===== src/rtl/saper_pkg.sv =====
// rtl/saper_pkg.sv - shared board constants and placer state type
package saper_pkg;

  localparam int BOARD_MAX = 16;
  localparam int MAP_BITS  = BOARD_MAX * BOARD_MAX;
  localparam logic [15:0] LFSR_TAPS = 16'hB400;

  typedef enum logic [1:0] {
    IDLE  = 2'd0,
    CLEAR = 2'd1,
    PLACE = 2'd2,
    DONE  = 2'd3
  } placer_state_t;

endpackage


===== src/rtl/lfsr16.sv =====
// rtl/lfsr16.sv - free-running 16-bit Galois LFSR exposing its low byte
module lfsr16 #(
  parameter logic [15:0] SEED = 16'hACE1,
  parameter logic [15:0] TAPS = 16'hB400
) (
  input  logic       clk,
  input  logic       rst_n,
  output logic [7:0] sample
);

  logic [15:0] state;

  always_ff @(posedge clk or negedge rst_n) begin
    if (!rst_n) state <= SEED;
    else        state <= {1'b0, state[15:1]} ^ (state[0] ? TAPS : 16'h0000);
  end

  assign sample = state[7:0];

endmodule


===== src/rtl/mine_placer.sv =====
// rtl/mine_placer.sv - places the level's mines on the board by LFSR rejection
// sampling and serves registered per-cell mine queries
module mine_placer
  import saper_pkg::*;
#(
  parameter logic [15:0] LFSR_SEED = 16'hACE1
) (
  input  logic       clk,
  input  logic       rst_n,
  input  logic       start,
  input  logic [5:0] mines_in,
  input  logic [4:0] button_num,
  input  logic [3:0] query_x,
  input  logic [3:0] query_y,
  output logic       query_mine,
  output logic       busy,
  output logic       done,
  output logic [5:0] mines_placed
);

  placer_state_t       state;
  logic [7:0]          rnd;
  logic [MAP_BITS-1:0] map;
  logic [4:0]          n_eff, n_eff_q;
  logic [8:0]          cells, limit;
  logic [5:0]          target_next, target_q;
  logic [7:0]          cand_idx;
  logic                cand_ok;

  lfsr16 #(.SEED(LFSR_SEED), .TAPS(LFSR_TAPS)) u_lfsr (
    .clk    (clk),
    .rst_n  (rst_n),
    .sample (rnd)
  );

  // A zero-sized board has no free cell to spare, so it gets no mines at all.
  always_comb begin
    n_eff       = (button_num > 5'(BOARD_MAX)) ? 5'(BOARD_MAX) : button_num;
    cells       = 9'(n_eff) * 9'(n_eff);
    limit       = (cells == 9'd0) ? 9'd0 : cells - 9'd1;
    target_next = ({3'b000, mines_in} < limit) ? mines_in : limit[5:0];
    cand_idx    = rnd;
    cand_ok     = ({1'b0, rnd[3:0]} < n_eff_q) && ({1'b0, rnd[7:4]} < n_eff_q)
                  && !map[cand_idx];
  end

  always_ff @(posedge clk or negedge rst_n) begin
    if (!rst_n) begin
      state        <= IDLE;
      map          <= '0;
      mines_placed <= '0;
      n_eff_q      <= '0;
      target_q     <= '0;
      busy         <= 1'b0;
      done         <= 1'b0;
    end else begin
      case (state)
        IDLE, DONE: begin
          if (start) begin
            n_eff_q  <= n_eff;
            target_q <= target_next;
            state    <= CLEAR;
            busy     <= 1'b1;
            done     <= 1'b0;
          end
        end
        CLEAR: begin
          map          <= '0;
          mines_placed <= '0;
          if (target_q == 6'd0) begin
            state <= DONE;
            busy  <= 1'b0;
            done  <= 1'b1;
          end else begin
            state <= PLACE;
          end
        end
        PLACE: begin
          if (cand_ok) begin
            map[cand_idx] <= 1'b1;
            mines_placed  <= mines_placed + 6'd1;
            if (mines_placed + 6'd1 == target_q) begin
              state <= DONE;
              busy  <= 1'b0;
              done  <= 1'b1;
            end
          end
        end
        default: state <= IDLE;
      endcase
    end
  end

  always_ff @(posedge clk or negedge rst_n) begin
    if (!rst_n) query_mine <= 1'b0;
    else        query_mine <= map[{query_y, query_x}];
  end

endmodule


===== config.mk =====
export PLATFORM = sky130hd
export DESIGN_NAME = mine_placer
export DESIGN_NICKNAME = d
export VERILOG_FILES = /design/src/rtl/saper_pkg.sv /design/src/rtl/lfsr16.sv /design/src/rtl/mine_placer.sv
export SDC_FILE = /design/constraint.sdc
export NUM_CORES = 1
export LEC_CHECK = 0
export BUFFER_PORTS_ARGS = -buffer_cell sky130_fd_sc_hd__buf_2
export CAP_MARGIN = 20
export CORE_MARGIN = 2
export CORE_UTILIZATION = 60
export CTS_BUF_LIST = sky130_fd_sc_hd__clkbuf_8
export DETAILED_ROUTE_END_ITERATION = 7
export PLACE_DENSITY = 0.77
export SYNTH_ARGS = -nofsm -noshare
export SYNTH_HDL_FRONTEND = slang
export SYNTH_SLANG_ARGS = --single-unit

===== constraint.sdc =====
create_clock -name clk -period 5.7 [get_ports clk]
set_input_delay 0.855 -clock clk [delete_from_list [all_inputs] [get_ports clk]]
set_output_delay 0.855 -clock clk [all_outputs]
set_load 0.02 [all_outputs]

==> flow_metrics.py <==
metrics = {
    "sta": {
        "drv_slew": 0,
        "hold_viol": 0,
        "layout_setup_ws_ps": 562,
        "rsz0062_at_grt": "false",
        "clock-skew-final_ps": 12.0,
        "worstMarginPinSlew_ps": 1130,
        "timing.fmax_ghz": 0.195,
        "setup_viol": 0,
        "slew_headroom_pct": 24.0,
        "holdWs_ps": 301,
        "period_share_pct": 90.1,
        "min_period_ps": 5140,
        "timing.setup.tns_ps": 0,
    },
    "grt": {
        "grt.total_usage_pct": 33.5,
        "antenna_found_initial": 0,
        "grt_pass1_vias": 13000,
        "grt_pass1_wl_um": 73800,
        "overflow": 0,
        "grt_max_degree": 163,
    },
    "clock_network": {
        "clkLatencyLatePin_ps": 580,
        "cts_made_buffers": 49,
        "cts_hold_buf": 0,
        "clock_path_buffers": 3,
        "clock_sinks": 294,
        "post_cts_buffers": 0,
        "cts_tree": "yes",
        "cts_max_level": 2,
        "cts-root-buf": "clkbuf_8",
        "clk_pin_slew_ps": 60,
        "cts_resized": 0,
    },
    "detailed_routing": {
        "first_pass_iters": 6,
        "drt_iter0_drc": 1611,
        "routedWlPerCell_um": 24.0,
        "ant_nets": 0,
        "num_vias": 13000,
        "drc": 0,
        "wirelength_um": 46600,
        "avgViaCountPerCell": 6.70,
    },
    "finish": {
        "area_delta_synth_final_pct": 8.45,
        "fin_nets": 1610,
        "antenna_cells": 0,
        "final_util_pct": 66.1,
        "layout-drive-gt1-share_pct": 16.5,
    },
    "run": {
        "maxCapViolCount": 0,
    },
    "setup_path": {
        "startpoint_type": "input pin",
        "path_class": "in2reg",
        "reg2reg_slack_ps": 1240,
        "crit_chain": "buf_2 > nand2b_1 > fa_1 > inv_1 > fa_1 > ha_1 > ha_1 > a21oi_1 > nor3_1 > nor3_1 > nand4b_1 > buf_4 > nand2_1 > ha_1 > a21o_1 > a21o_1 > a211oi_1 > nor2_1 > mux2i_1 > nor4bb_1 > and3_1 > a221o_1",
        "cpMostUsedCell": "ha_1",
        "crit_slowest_cell": "fa_1",
        "rr_worst_depth": 10,
        "arrival_ps": 5590,
        "end_kind": "flip-flop",
        "required_ps": 6150,
        "r2r-start": "u_lfsr.state[0]",
        "crit_fanout": 6,
        "rr_endpoint": "map[136]",
        "max_stage_delay_ps": 560,
    },
    "synth": {
        "yosysTopAreaCellShare_pct": 43.5,
        "avgSynthCellArea_um2": 10.4,
        "ys_types": 63,
        "yosys.area.top_type": "dfrtp_1",
        "synthTopCellsByArea": "dfrtp_1, mux4_2, nand2_1, mux2i_1, o21ai_0",
        "ys.flop_type": "dfrtp_1",
        "synthCells": 1577,
        "synthesis.area_um2": 16400,
        "ys_seq_area_share_pct": 44.8,
        "ys_warn_count": 0,
        "synth-seq-cells": 294,
        "synth_edf_count": 0,
        "async_reset_ff_share_pct": 100,
    },
    "floorplan": {
        "die_y_um": 170,
        "core_area_um2": 27000,
        "fp-row-count": 60,
        "die_width_um": 170,
        "dieArea_um2": 28700,
        "start_util_pct": 61.0,
        "pin_count": 31,
    },
    "placement": {
        "dp_hpwl_um": 31000,
        "portBuffers": 30,
        "gp_congestion": 0.922,
        "pre_cts_slack_ps": 25.3,
    },
    "power": {
        "leakage_nw": 7.39,
        "ir_drop_v": 0.000171,
        "p_per_area_nw_per_um2": 240,
    },
    "outcome": {
        "outcome": "completed",
    },
    "min_path": {
        "min_path_type": "in2async",
    },
}
-- final cells by class --
| class | count | area, um2 |
|---|---|---|
| clock buffers | 66 | 908 |
| clock inverters | 25 | 158 |
| fillers | 2080 | 9130 |
| inverters | 19 | 71.3 |
| multi-input cells | 1139 | 8450 |
| flip-flops and latches | 294 | 7370 |
| well taps | 341 | 427 |
| repair buffers | 60 | 438 |
-- per-stage QoR --
step                area [um2]  power [mW]  std cells
floorplan                16400        2.23       1578
global placement         16700        2.32       1851
detailed placement       16800        2.32       1853
CTS                      17800        4.30       1944
global route             17800        4.40       1944
finish                   17800        4.28       1944
-- report_power, final --
part           leakage (nW)  total (mW)  internal [mW]  switching [mW]
Combinational          2.73       0.191         0.0668           0.124
Clock                 0.612        2.00           1.12           0.875
Sequential             4.04        2.09           2.09      0.00000339
-- cells by family after synthesis --
| logic type | Yosys count | share of synthesized area [%] |
|---|---|---|
| simple gates | 523 | 13.8 |
| compound gates | 360 | 13.7 |
| flops | 294 | 44.8 |
| mux | 208 | 20.7 |
| buf+inv | 145 | 3.92 |
| fa+ha+maj | 25 | 1.99 |
| xor+xnor | 20 | 1.07 |
| other cells | 2 | 0.0457 |
-- worst max-delay path: cells and delay by family --
family | cells | cell delay, ps
AOI/OAI and AO/OA | 5 | 1180
adders and majority gates | 5 | 1730
muxes | 1 | 220
buffers and inverters | 3 | 340
and+or+nand+nor | 8 | 1250
-- state kept, by name, indices dropped and copies added, names as in the netlist --
name          count
busy              1
done              1
map             256
mines_placed      6
n_eff_q           5
query_mine        1
state             2
target_q          6
u_lfsr.state     16
-- per-layer routing --
layer	up-vias	track usage, %	wire [um]
li1	5721	-	-
met3	146	7.14	4470
met4	0	15.4	2080
met1	6475	47.6	19000
met2	688	50.0	21000
met5	-	0	0
-- Yosys cell counts, types with 23 or more instances --
cell and instances:
nand2_1 376, dfrtp_1 286, o21ai_0 163, o31ai_1 106, mux4_2 105, mux2i_1 102
clkbuf_1 79, nor2_1 37, buf_2 29, a22oi_1 28, nand3_1 27, a21oi_1 23
ha_1 23
-- how the worst max path moves through the flow --
stage / start / end / slack (ps)
finish: button_num[4] / target_q[1] / 560
global route: button_num[4] / target_q[1] / 140
floorplan: button_num[4] / target_q[0] / 200
detailed placement: button_num[4] / target_q[1] / 30
CTS: button_num[4] / target_q[1] / 610
global placement: button_num[4] / target_q[1] / 120
-- layout by cell type (no fill, tap or decap), types with 11 or more instances in the layout --
cell type  instances
o21ai_0          163
buf_4             27
o31ai_1          106
a22oi_1           28
dfrtp_1          286
a21oi_1           23
nand2_1          373
mux4_2           105
nand3_1           27
buf_2             28
nor3_1            11
ha_1              23
inv_1             35
mux2i_1          102
nand2b_1          19
nor2_1            36
clkbuf_8          66
xor2_1            12
Power figures use the tool's default switching activity.
